`src/rtl/spi_cmd_arbiter.sv`:
```
// spi_cmd_arbiter: two-requester round-robin arbiter that forwards one command
// word at a time to an SPI transmit stream, then routes received words and the
// end-of-transaction pulse back to the requester that owns the transaction.
module spi_cmd_arbiter #(
  parameter int unsigned TIMEOUT = 4096
) (
  input  logic        pclk_i,
  input  logic        prst_i,
  input  logic [31:0] req0_data_i,
  input  logic [31:0] req1_data_i,
  input  logic [1:0]  req_vld_i,
  output logic [1:0]  req_rdy_o,
  output logic [31:0] rx_data_o,
  output logic [1:0]  rx_vld_o,
  output logic [1:0]  done_o,
  output logic [31:0] spi_data_o,
  output logic        spi_data_vld_o,
  input  logic        spi_data_rdy_i,
  input  logic [31:0] spi_data_rx_i,
  input  logic        spi_data_rx_vld_i,
  input  logic        eot_i,
  output logic        busy_o,
  output logic        owner_o,
  output logic        timeout_o
);

  // Counter must hold TIMEOUT itself without wrapping.
  localparam int unsigned CW = (TIMEOUT > 0) ? $clog2(TIMEOUT + 1) : 1;

  typedef enum logic [1:0] {IDLE, ISSUE, WAIT_EOT} state_t;

  state_t          state;
  logic            last;     // index of the requester granted most recently
  logic [CW-1:0]   cnt;
  logic [CW-1:0]   cnt_nxt;
  logic            to_hit;
  logic [1:0]      grant;
  logic [1:0]      owner_hot;

  // Round-robin grant, only offered while idle; the not-last requester wins ties.
  always_comb begin
    grant = '0;
    if (state == IDLE) begin
      case (req_vld_i)
        2'b01:   grant = 2'b01;
        2'b10:   grant = 2'b10;
        2'b11:   grant = last ? 2'b01 : 2'b10;
        default: grant = '0;
      endcase
    end
  end

  assign req_rdy_o = grant;
  assign busy_o    = (state != IDLE);
  assign owner_hot = owner_o ? 2'b10 : 2'b01;
  assign cnt_nxt   = cnt + CW'(1);
  assign to_hit    = (TIMEOUT != 0) && (cnt_nxt == CW'(TIMEOUT));

  // Transaction FSM with registered outputs; rx/done/timeout are single-cycle pulses.
  always_ff @(posedge pclk_i) begin
    if (prst_i) begin
      state          <= IDLE;
      last           <= 1'b1;
      cnt            <= '0;
      owner_o        <= 1'b0;
      spi_data_o     <= '0;
      spi_data_vld_o <= 1'b0;
      rx_data_o      <= '0;
      rx_vld_o       <= '0;
      done_o         <= '0;
      timeout_o      <= 1'b0;
    end else begin
      rx_vld_o  <= '0;
      done_o    <= '0;
      timeout_o <= 1'b0;
      case (state)
        IDLE: begin
          if (grant != '0) begin
            owner_o        <= grant[1];
            last           <= grant[1];
            spi_data_o     <= grant[1] ? req1_data_i : req0_data_i;
            spi_data_vld_o <= 1'b1;
            state          <= ISSUE;
          end
        end
        ISSUE: begin
          if (spi_data_rdy_i) begin
            spi_data_vld_o <= 1'b0;
            cnt            <= '0;
            state          <= WAIT_EOT;
          end
        end
        WAIT_EOT: begin
          if (spi_data_rx_vld_i) begin
            rx_data_o <= spi_data_rx_i;
            rx_vld_o  <= owner_hot;
          end
          // eot_i wins over a timeout expiring in the same cycle.
          if (eot_i) begin
            done_o <= owner_hot;
            state  <= IDLE;
          end else if (to_hit) begin
            timeout_o <= 1'b1;
            done_o    <= owner_hot;
            state     <= IDLE;
          end else begin
            cnt <= cnt_nxt;
          end
        end
        default: state <= IDLE;
      endcase
    end
  end

endmodule

```
`config.mk`:
```
export PLATFORM = sky130hd
export DESIGN_NAME = spi_cmd_arbiter
export DESIGN_NICKNAME = d
export VERILOG_FILES = /design/src/rtl/spi_cmd_arbiter.sv
export SDC_FILE = /design/constraint.sdc
export NUM_CORES = 1
export LEC_CHECK = 0
export CORE_UTILIZATION = 41
export DETAILED_ROUTE_END_ITERATION = 10
export GPL_TIMING_DRIVEN = 0
export HOLD_SLACK_MARGIN = 0.03
export PLACE_DENSITY = 0.76
export SLEW_MARGIN = 20
export SYNTH_ARGS = -nofsm -noshare
export SYNTH_HDL_FRONTEND = slang
export SYNTH_SLANG_ARGS = --single-unit
```
`constraint.sdc`:
```
create_clock -name pclk_i -period 3.5 [get_ports pclk_i]
set_clock_uncertainty 0.2 [all_clocks]
set_input_delay 0.875 -clock pclk_i [delete_from_list [all_inputs] [get_ports pclk_i]]
set_output_delay 0.875 -clock pclk_i [all_outputs]
set_load 0.03 [all_outputs]
```
==> metrics.txt <==
outcome=finished clean; Seq cells post-synth=87; worst vdd ir=0.2310 mV; share of Yosys cell area claimed by the top area cell type=46.88%; number of hold violations in the final report=0; most common cell after layout, fill and taps aside=clkdlybuf4s50_1; nature of the critical path endpoint=output port; Die ar.=9445 um2; area taken by flip-flops and latches=1742 um2; number of cells on the worst hold path=2; Antenna Violating Nets Remaining=0; Synth area leader=dfxtp_1; hold_ws=0.2562 ns; top_reg_cell synth=dfxtp_1; number of placed instances, taps included=751; Clock transition at path regs=0.09 ns; area growth from synthesis to layout=57.26%; Yosys warnings=0; clock buffer depth=2; TritonCTS Buffers=9; asr flop ratio synth=0%; data required time at the worst endpoint=2.42 ns; Port Buffers=176; LEAKAGE=0.002158 uW; register-to-register setup slack=0.61 ns; sequential area share after synthesis=46.88%; Max Cap Violations=0; Final period util=94.03%; distinct cell type count of the synthesized netlist=46; buffer cell driving the clock tree root=clkbuf_8; net count after synthesis=572; start-to-end type of the worst setup path=primary input to output port; r2r worst-path depth=8; final count of negative-setup-slack endpoints=0; count of fill cells added during filler insertion=766; Slew headroom=64.48%; cell count after synthesis=467; Post-Syn Area=3715 um2; overall overflow remaining after global route=0; remaining design rule violation count=0; count of flip-flops with a built-in enable after synthesis=0; number of hold buffers added after CTS=0; placement row count=34; total power=2315 uW; Hold Crit Endpoint=rx_data_o[11]; start point of the worst min-delay path=rx_data_o[11]; Slew Limit Fails=0; unrepaired setup endpoints after global routing=false; vias in the first global route=3924; maximum operating frequency=0.3039 GHz; leading cell types in the layout, fill and taps excluded=clkdlybuf4s50_1, nand2_1, dfxtp_1, nor2_1, a21oi_1; final non-filler cell area=5842 um2; number of inserted diodes=0; startpoint types=primary input; count of clock tree sinks=87; Period minus WS final=3.291 ns; CP Max Fanout=4; pin count of the biggest net entering global routing=16; main area contributors after synthesis=dfxtp_1, nand2_1, a311oi_1; GR Util All Layers=23.87%; Pwr Density=396.2 nW/um2; Final GP Congestion=0.8346; DRC violation total after the first TritonRoute iteration=154; Mean Syn Cell Area=7.955 um2; Post-DP Area=5612 um2; starting density of the core=42.39%; I/O Pins=177; maximum level of the CTS H-tree=3; core area=8763 um2; antenna violations before repair=0; DPL Wire Length=8.561 mm; Via-to-Cell Ratio=5.180; total detailed-routing wirelength=11.04 mm; total number of vias=3994; drt wl/cell=14.32 um; critical path arrival=2.22 ns; Skew-Pair Late Insertion Delay=0.35 ns; die span in y=97.19 um; Initial DRT Pass Iterations=7; final instance count without filler cells=771; NumNets Final=763; die width=97.19 um; area occupied by multi-input gates=1803 um2; wire length of the first global-routing pass=18.27 mm; endpoint of the lowest-slack register-to-register path=cnt[11]; worst hold-check path type=register to register; R2R Path Start=cnt[0]; proportion of layout cells with a drive suffix above 1=6.033%; slew at the pin closest to its max-slew limit=0.5328 ns; TritonCTS clock tree=built
power by group:
group	leakage, uW	switching (uW)	total [uW]	internal [uW]
Clock	0.0000922	365	667	302
Combinational	0.00136	300	567	267
Sequential	0.000711	33.3	1080	1050
Total	0.00216	699	2310	1620
layer usage:
layer	track usage, %	up-vias	routed length [um]
met2	42.47	143	5465
met3	6.619	12	811
met4	9.185	0	176
met1	26.95	1847	4588
li1	-	1992	-
met5	0	-	0
critical path, cell delays in order:
cell and delay (ns):
clkdlybuf4s50_1 0.52, nand2_1 0.09, a21oi_1 0.23, dlygate4sd2_1 0.50
final cells by class:
class / count / area share [%]
flip-flops and latches: 87 / 29.81
repair buffers: 181 / 30.80
well taps: 108 / 2.313
plain buffers: 32 / 2.592
inverters: 4 / 0.3213
clock inverters: 5 / 0.7068
clock buffers: 11 / 2.592
multi-input cells: 343 / 30.86
through the flow:
stage | util [%] | worst slack, ns | setup TNS (ns)
detailed placement | 64.03 | -0.6697 | -0.7343
global placement | 64.03 | -0.6072 | -0.6497
CTS | 66.23 | 0.03226 | 0
finish | 66.66 | 0.2089 | 0
floorplan | - | 0.7004 | 0
global route | 66.66 | 0.1525 | 0
state kept, by name, summed over array words and instances, names as in the netlist, 2 cells and up:
| name | flops |
|---|---|
| cnt | 13 |
| done_o | 2 |
| rx_data_o | 32 |
| rx_vld_o | 2 |
| spi_data_o | 32 |
| state | 2 |
Yosys cell counts (all sizes together), types with 2 or more instances:
cell,number
a211o,2
a211oi,2
a21o,3
a21oi,46
a221o,2
a311oi,32
a31o,2
and3,7
and4,2
buf,9
clkbuf,24
dfxtp,87
ha,2
inv,4
mux2i,2
nand2,140
nand2b,6
nand3,10
nand3b,3
nand4,4
nor2,49
nor2b,2
nor3,3
o21ai,4
or3,3
xnor2,5
timing repair:
action	4_1_cts	5_1_grt
resized for setup	5	0
buffers inserted	0	5
endpoints found under the setup margin	2	1
kinds of logic after synthesis:
family                     count (synthesis)  share of synthesized area (%)
AOI/OAI and AO/OA                         99                          18.90
muxes                                      2                         0.5389
DFF                                       87                          46.88
buffers and inverters                     37                          4.580
adders and majority gates                  2                         0.6735
xor gates and xnor gates                   5                          1.179
and+or+nand+nor                          235                          27.25
how the worst max path moves through the flow:
stage	slack (ns)	cells after the start	startpoint	to
2_1_floorplan	0.70	4	req_vld_i[1]	req_rdy_o[1]
3_3_place_gp	-0.61	6	req_vld_i[1]	req_rdy_o[1]
3_5_place_dp	-0.67	6	req_vld_i[1]	req_rdy_o[1]
4_1_cts	0.03	4	req_vld_i[0]	req_rdy_o[1]
5_1_grt	0.15	5	req_vld_i[1]	req_rdy_o[1]
6_report	0.21	4	req_vld_i[0]	req_rdy_o[0]
Power figures use the tool's default switching activity.
